File: config.mk
export PLATFORM = sky130hd
export DESIGN_NAME = id_ex_controller
export DESIGN_NICKNAME = d
export VERILOG_FILES = /design/src/rtl/id_ex_controller.sv
export SDC_FILE = /design/constraint.sdc
export NUM_CORES = 1
export LEC_CHECK = 0
export ABC_CLOCK_PERIOD_IN_PS = 5500
export CAP_MARGIN = 20
export CELL_PAD_IN_SITES_DETAIL_PLACEMENT = 1
export CELL_PAD_IN_SITES_GLOBAL_PLACEMENT = 1
export CORE_AREA = 4 4 71 73
export DETAILED_ROUTE_END_ITERATION = 6
export DIE_AREA = 0 0 75 77
export GPL_TIMING_DRIVEN = 0
export PLACE_DENSITY_LB_ADDON = 0.3
export SYNTH_ARGS = -nofsm -noshare
export SYNTH_HDL_FRONTEND = slang
export SYNTH_SLANG_ARGS = --single-unit
File: constraint.sdc
create_clock -name clk -period 5.5 [get_ports clk]
set_input_delay 0.825 -clock clk [delete_from_list [all_inputs] [get_ports clk]]
set_output_delay 0.825 -clock clk [all_outputs]
set_load 0.1 [all_outputs]
File: src/rtl/id_ex_controller.sv
// ID/EX control stage: decodes opcode/func into the execute control bundle
// and registers it, honouring stall/flush and trapping illegal encodings.
module id_ex_controller #(
  parameter int ALUOP_W      = 4,
  parameter bit TRAP_ILLEGAL = 1'b1
) (
  input  logic               clk,
  input  logic               rst,
  input  logic               id_valid,
  input  logic [5:0]         opcode,
  input  logic [5:0]         func,
  input  logic               stall,
  input  logic               flush,
  output logic               ex_valid,
  output logic [ALUOP_W-1:0] ex_aluop,
  output logic               ex_alusrc,
  output logic               ex_regdst,
  output logic               ex_regwrite,
  output logic               ex_readmem,
  output logic               ex_writemem,
  output logic               ex_memtoreg,
  output logic               ex_branch,
  output logic               ex_branch_ne,
  output logic               ex_jump,
  output logic               ex_zeroext,
  output logic               illegal,
  output logic [5:0]         illegal_opcode,
  output logic [5:0]         illegal_func
);

  localparam logic [ALUOP_W-1:0] ALU_NOP  = ALUOP_W'(0);
  localparam logic [ALUOP_W-1:0] ALU_ADD  = ALUOP_W'(1);
  localparam logic [ALUOP_W-1:0] ALU_ADDU = ALUOP_W'(2);
  localparam logic [ALUOP_W-1:0] ALU_SUB  = ALUOP_W'(3);
  localparam logic [ALUOP_W-1:0] ALU_SUBU = ALUOP_W'(4);
  localparam logic [ALUOP_W-1:0] ALU_AND  = ALUOP_W'(5);
  localparam logic [ALUOP_W-1:0] ALU_OR   = ALUOP_W'(6);
  localparam logic [ALUOP_W-1:0] ALU_NOR  = ALUOP_W'(7);
  localparam logic [ALUOP_W-1:0] ALU_SLL  = ALUOP_W'(8);
  localparam logic [ALUOP_W-1:0] ALU_SRL  = ALUOP_W'(9);
  localparam logic [ALUOP_W-1:0] ALU_SRA  = ALUOP_W'(10);
  localparam logic [ALUOP_W-1:0] ALU_SLT  = ALUOP_W'(11);

  typedef struct packed {
    logic [ALUOP_W-1:0] aluop;
    logic               alusrc;
    logic               regdst;
    logic               regwrite;
    logic               readmem;
    logic               writemem;
    logic               memtoreg;
    logic               branch;
    logic               branch_ne;
    logic               jump;
    logic               zeroext;
  } ctrl_t;

  localparam ctrl_t CTRL_NOP = '{aluop: ALU_NOP, default: 1'b0};

  ctrl_t      dec;
  logic       legal;
  ctrl_t      ctrl_d, ctrl_q;
  logic       valid_d, valid_q;
  logic       ill_d, ill_q;
  logic [5:0] ill_op_d, ill_op_q;
  logic [5:0] ill_fn_d, ill_fn_q;

  always_comb begin
    dec   = CTRL_NOP;
    legal = 1'b1;
    unique case (opcode)
      6'h00: begin
        dec.regdst   = 1'b1;
        dec.regwrite = 1'b1;
        unique case (func)
          6'h20:   dec.aluop = ALU_ADD;
          6'h21:   dec.aluop = ALU_ADDU;
          6'h22:   dec.aluop = ALU_SUB;
          6'h23:   dec.aluop = ALU_SUBU;
          6'h24:   dec.aluop = ALU_AND;
          6'h25:   dec.aluop = ALU_OR;
          6'h27:   dec.aluop = ALU_NOR;
          6'h00:   dec.aluop = ALU_SLL;
          6'h02:   dec.aluop = ALU_SRL;
          6'h03:   dec.aluop = ALU_SRA;
          6'h2A:   dec.aluop = ALU_SLT;
          default: legal     = 1'b0;
        endcase
      end
      6'h08, 6'h09, 6'h0A: begin
        dec.alusrc   = 1'b1;
        dec.regwrite = 1'b1;
        dec.aluop    = (opcode == 6'h08) ? ALU_ADD :
                       (opcode == 6'h09) ? ALU_ADDU : ALU_SLT;
      end
      6'h0C, 6'h0D: begin
        dec.alusrc   = 1'b1;
        dec.regwrite = 1'b1;
        dec.zeroext  = 1'b1;
        dec.aluop    = (opcode == 6'h0C) ? ALU_AND : ALU_OR;
      end
      6'h23: begin
        dec.aluop    = ALU_ADD;
        dec.alusrc   = 1'b1;
        dec.regwrite = 1'b1;
        dec.readmem  = 1'b1;
        dec.memtoreg = 1'b1;
      end
      6'h2B: begin
        dec.aluop    = ALU_ADD;
        dec.alusrc   = 1'b1;
        dec.writemem = 1'b1;
      end
      6'h04, 6'h05: begin
        dec.aluop     = ALU_SUB;
        dec.branch    = 1'b1;
        dec.branch_ne = opcode[0];
      end
      6'h02:   dec.jump = 1'b1;
      default: legal    = 1'b0;
    endcase
    // Illegal encodings never leak partial control bits.
    if (!legal) dec = CTRL_NOP;
  end

  always_comb begin
    valid_d  = valid_q;
    ctrl_d   = ctrl_q;
    ill_d    = ill_q;
    ill_op_d = ill_op_q;
    ill_fn_d = ill_fn_q;
    if (flush) begin
      valid_d = 1'b0;
      ctrl_d  = CTRL_NOP;
    end else if (stall) begin
      valid_d = valid_q;
    end else if (!id_valid) begin
      valid_d = 1'b0;
      ctrl_d  = CTRL_NOP;
    end else if (legal) begin
      valid_d = 1'b1;
      ctrl_d  = dec;
    end else if (TRAP_ILLEGAL) begin
      valid_d = 1'b0;
      ctrl_d  = CTRL_NOP;
      if (!ill_q) begin
        ill_d    = 1'b1;
        ill_op_d = opcode;
        ill_fn_d = (opcode == 6'h00) ? func : 6'h00;
      end
    end else begin
      valid_d = 1'b1;
      ctrl_d  = CTRL_NOP;
    end
  end

  always_ff @(posedge clk) begin
    if (rst) begin
      valid_q  <= 1'b0;
      ctrl_q   <= CTRL_NOP;
      ill_q    <= 1'b0;
      ill_op_q <= 6'h00;
      ill_fn_q <= 6'h00;
    end else begin
      valid_q  <= valid_d;
      ctrl_q   <= ctrl_d;
      ill_q    <= ill_d;
      ill_op_q <= ill_op_d;
      ill_fn_q <= ill_fn_d;
    end
  end

  assign ex_valid       = valid_q;
  assign ex_aluop       = ctrl_q.aluop;
  assign ex_alusrc      = ctrl_q.alusrc;
  assign ex_regdst      = ctrl_q.regdst;
  assign ex_regwrite    = ctrl_q.regwrite;
  assign ex_readmem     = ctrl_q.readmem;
  assign ex_writemem    = ctrl_q.writemem;
  assign ex_memtoreg    = ctrl_q.memtoreg;
  assign ex_branch      = ctrl_q.branch;
  assign ex_branch_ne   = ctrl_q.branch_ne;
  assign ex_jump        = ctrl_q.jump;
  assign ex_zeroext     = ctrl_q.zeroext;
  assign illegal        = ill_q;
  assign illegal_opcode = ill_op_q;
  assign illegal_func   = ill_fn_q;

endmodule

# == Yosys cells after proc, flatten, opt, wreduce, memory -nomap -nowiden ==
# Cells that the tools add are included.
# word_totals
regBits,28
output_inout_bits,28
# classes
eq_ne,20
n_mux,20
n_bitwise,4
n_reduce_logical,13
# ops
op,n
equality test 6 bit (second input constant),10
one-hot mux 4 bit (11 select lines),1
equality test 6 x 4 -> 1 bit (second input constant),5
2-to-1 mux 14 bit,2
one-hot mux 4 bit (5 select lines),1
equality test 6 x 2 -> 1 bit (second input constant),3
OR reduction 7 bit,2
equality test 6 x 3 -> 1 bit (second input constant),2
logical NOT 6 bit,2
OR reduction 11 bit,1
2-to-1 mux 1 bit,10
OR reduction 10 bit,1
2-to-1 mux 4 bit,2
OR reduction 2 bit,4
2-to-1 mux 6 bit,1
AND reduction 5 bit,1
2-to-1 mux 2 bit,2
inverter 1 bit,4
AND reduction 4 bit,1
OR reduction 3 bit,1
one-hot mux 1 bit (2 select lines),1

# == Longest topological paths before layout ==
# depth
depth_word,6
mapped_depth,7

# == Worst setup path before layout ==
# Ideal clock, no wire load.
# synth_timing
path_kind,input port to flip-flop
start,in opcode[3]
end,"reg ill_op_q[4], in the netlist illegal_opcode[4]"
arrival_time_ps,2435
t_required_ps,5379
slack_ps,2945
path_stages,7
path_buffers,2
path_cell_list,buf_4 > or3_4 > or4_4 > o21bai_4 > and2_0 > buf_2 > mux2i_1
# synth_between
elab_chain_cells,5
# synth_lines
item,line_no,rtl
from (decl),10,"input logic [5:0] opcode,"
"equality test 6 x 4 -> 1 bit, or another cell as far along",71,unique case (opcode)
OR reduction 10 bit (no line),n/a,
one-hot mux 1 bit (2 select lines) *,71,
inverter 1 bit (no line) *,n/a,
AND reduction 5 bit (no line) *,n/a,
to (signal assigned),168,ill_op_q <= ill_op_d;
to (decl),65,"logic [5:0] ill_op_d, ill_op_q;"
# Mark *: on every way between the ends. The rest lies on a longest branch, timed or not.
# A chain may end at the register's enable or synchronous reset.

# == Worst setup path after layout ==
# layout_timing
start,in opcode[2]
end,"reg ill_op_q[4], in the netlist illegal_opcode[4]"
# Same word-level chain as after synthesis.

==> out/metrics.yaml <==
vias_per_cell: 5.196
synth-seq-area-share_pct: 37.76
syn_nets: 186
synth_xor_area_share_pct: 0.6119
die_h_um: 77
mostFrequentLayoutCell: "clkdlybuf4s50_1"
critPathCaptureType: "flop"
wirelength_um: 4050
max_freq_ghz: 0.3427
die_w_um: 75
relSlewSlack_pct: 32.73
start_kind: "input port"
cts-buffers-inserted: 3
pre_cts_slack_ns: 2.261
layout_common_cells: "40 x clkdlybuf4s50_1, 27 x dfxtp_1, 18 x nand2b_1"
fin_worst_skew_ns: 0.006165
synth_top_area_share_pct: 37.76
leakagePower_nw: 0.6814
synth_area_leader_cell: "dfxtp_1"
netlist_area_um2: 1431
maxCapViolCount: 0
dr.first_iter.drc_count: 56
rsz0062_at_grt: "no"
cts_tree: "built"
synthSimpleGateAreaFrac_pct: 29.11
diodes: 0
grt_overflow: 0
areaGrowthSynthToFinish_pct: 35.75
p_clk_share_pct: 29.6
synthMuxAreaShare_pct: 5.594
switching_share_pct: 29.06
worstHoldPathType: "reg2reg"
final_nets: 231
yosysUniqueCellTypes: 41
portBuffers: 40
p_seq_share_pct: 51.3
vias: 1377
internal_power_mw: 0.2753
cp.required_ns: 5.71
cts_sinks: 27
multi_input_area_um2: 817.0
power_density_nw_per_um2: 199.7
drc: 0
grtUsageTotal_pct: 14.57
place.gp.congestion: 0.7974
clock-root-buffer: "clkbuf_8"
arrival_ns: 3.13
setup_ws_ns: 2.582
cts-htree-levels: 1
yosysWarnings: 0
die_area_um2: 5775
hold_buffers: 0
synthCells: 169
ant_nets: 0
status: "completed"
detailed_place_hpwl_um: 3155
drive_gt1_share_pct: 8.920
initial_utilization_pct: 32.87
worst_slew_pin_slew_ns: 0.9998
detail_route.wl_per_cell_um: 15.28
syn_avg_cell_area_um2: 8.470
netSwitchingPower_mw: 0.1128
fp-row-count: 24
cts_resized: 0
p_comb_share_pct: 19.1
clkTransAtPathRegs_ns: 0.10
slew_viol_final: 0
clockBufferDepth: 2
grt_pass1_vias: 1426
io_pins: 45
synth_area_leaders: "dfxtp_1 38%, nand2b_1 7.9%, mux2i_1 5.6%"
async_reset_ff_share_pct: 0
synthAdderAreaFrac_pct: 0
criticalPathCategory: "in2reg"
clk_latency_ns: 0.27
crit_fanout: 8
cts_setup_buffers: 0
fillers: 520
final.period_utilization_pct: 53.05
grt_pass1_wl_um: 6803
ys.flop_type: "dfxtp_1"
synth_compound_area_share_pct: 21.77
hold_viol: 0
drt_pass1_iterations: 4
final-seq-area_um2: 540.5
synth_top_family_by_area: "simple AND/OR/NAND/NOR gates"
fin_crit_ns: 2.918
synth_seq_cells: 27
setup_violations: 0
synth_edf_count: 0
peakVddDrop_mv: 0.1105
antenna_found_initial: 0
grt_max_degree: 16
tns_ns: 0
core-area_um2: 4354
critical path, cell delays in order:
cell             delay [ns]
clkdlybuf4s50_1        0.63
nand2b_1               0.19
o32ai_1                0.13
nor4_1                 0.78
and2_0                 0.21
buf_2                  0.16
mux2i_1                0.19
through the flow:
stage          instance area, um2  hold slack (ns)  utilization, %  power [mW]  instances
2_1_floorplan                1431           0.8811               -      0.2519        169
3_3_place_gp                 1897           0.4379           43.56      0.2776        261
3_5_place_dp                 1897           0.4564           43.56      0.2782        261
4_1_cts                      1943           0.4808           44.63      0.3934        265
5_1_grt                      1943           0.5053           44.63      0.4079        265
6_report                     1943           0.4723           44.63      0.3881        265
kinds of logic (layout without fill, tap and decap cells):
logic type / count (synthesis) / after routing
AOI/OAI and AO/OA: 44 / 44
muxes: 8 / 8
xor gates and xnor gates: 1 / 1
and+or+nand+nor: 74 / 74
DFF: 27 / 27
buffers and inverters: 15 / 59
power groups by stage:
stage | Clock (mW) | Combinational [mW] | Sequential, mW
after floorplan | 0 | 0.0314 | 0.220
after global placement | 0 | 0.0740 | 0.204
after detailed placement | 0 | 0.0746 | 0.204
after CTS | 0.120 | 0.0748 | 0.199
after global routing | 0.128 | 0.0800 | 0.200
final | 0.115 | 0.0743 | 0.199
layer usage:
layer,routed length [um],vias up,track usage [%]
met5,0,-,0
met4,35,0,2.669
met3,202,4,2.222
met2,1840,32,22.74
met1,1973,649,21.08
li1,-,692,-
synthesized netlist by cell type (2+ instances only):
cell type / instances
a21oi_1: 7
o211ai_1: 2
o21ai_0: 12
dfxtp_1: 27
nor4_1: 4
or2_2: 4
a22oi_1: 3
a22o_1: 3
buf_4: 2
nand2b_1: 18
clkbuf_1: 6
nand2_1: 14
nor2b_1: 5
nand4b_1: 5
nor2_1: 12
mux2i_1: 8
buf_2: 2
inv_1: 4
o32ai_1: 3
o21ba_2: 2
nor3_1: 5
a21o_1: 2
worst paths after layout:
kind | from | end | slack, ns | cells after the start
worst max register to register | illegal$_SDFFE_PP0P_ | illegal_opcode[4]$_SDFFE_PP0P_ | 3.67 | 4
worst min-delay path | ex_aluop[1]$_SDFFE_PP0N_ | ex_aluop[1]$_SDFFE_PP0N_ | 0.47 | 2
worst min register to register | ex_aluop[1]$_SDFFE_PP0N_ | ex_aluop[1]$_SDFFE_PP0N_ | 0.47 | 2
worst max-delay path | opcode[2] | illegal_opcode[4]$_SDFFE_PP0P_ | 2.58 | 7
area by class of cell:
class | instances | share of cell area [%]
multi-input combinational | 127 | 42.05
tap | 52 | 3.348
clock inverter | 1 | 0.2576
inverter | 4 | 0.7727
buffer | 11 | 3.026
sequential | 27 | 27.82
clock buffer | 3 | 2.125
timing repair buffer | 40 | 20.61
No activity file was read; power rests on OpenSTA's default activity.
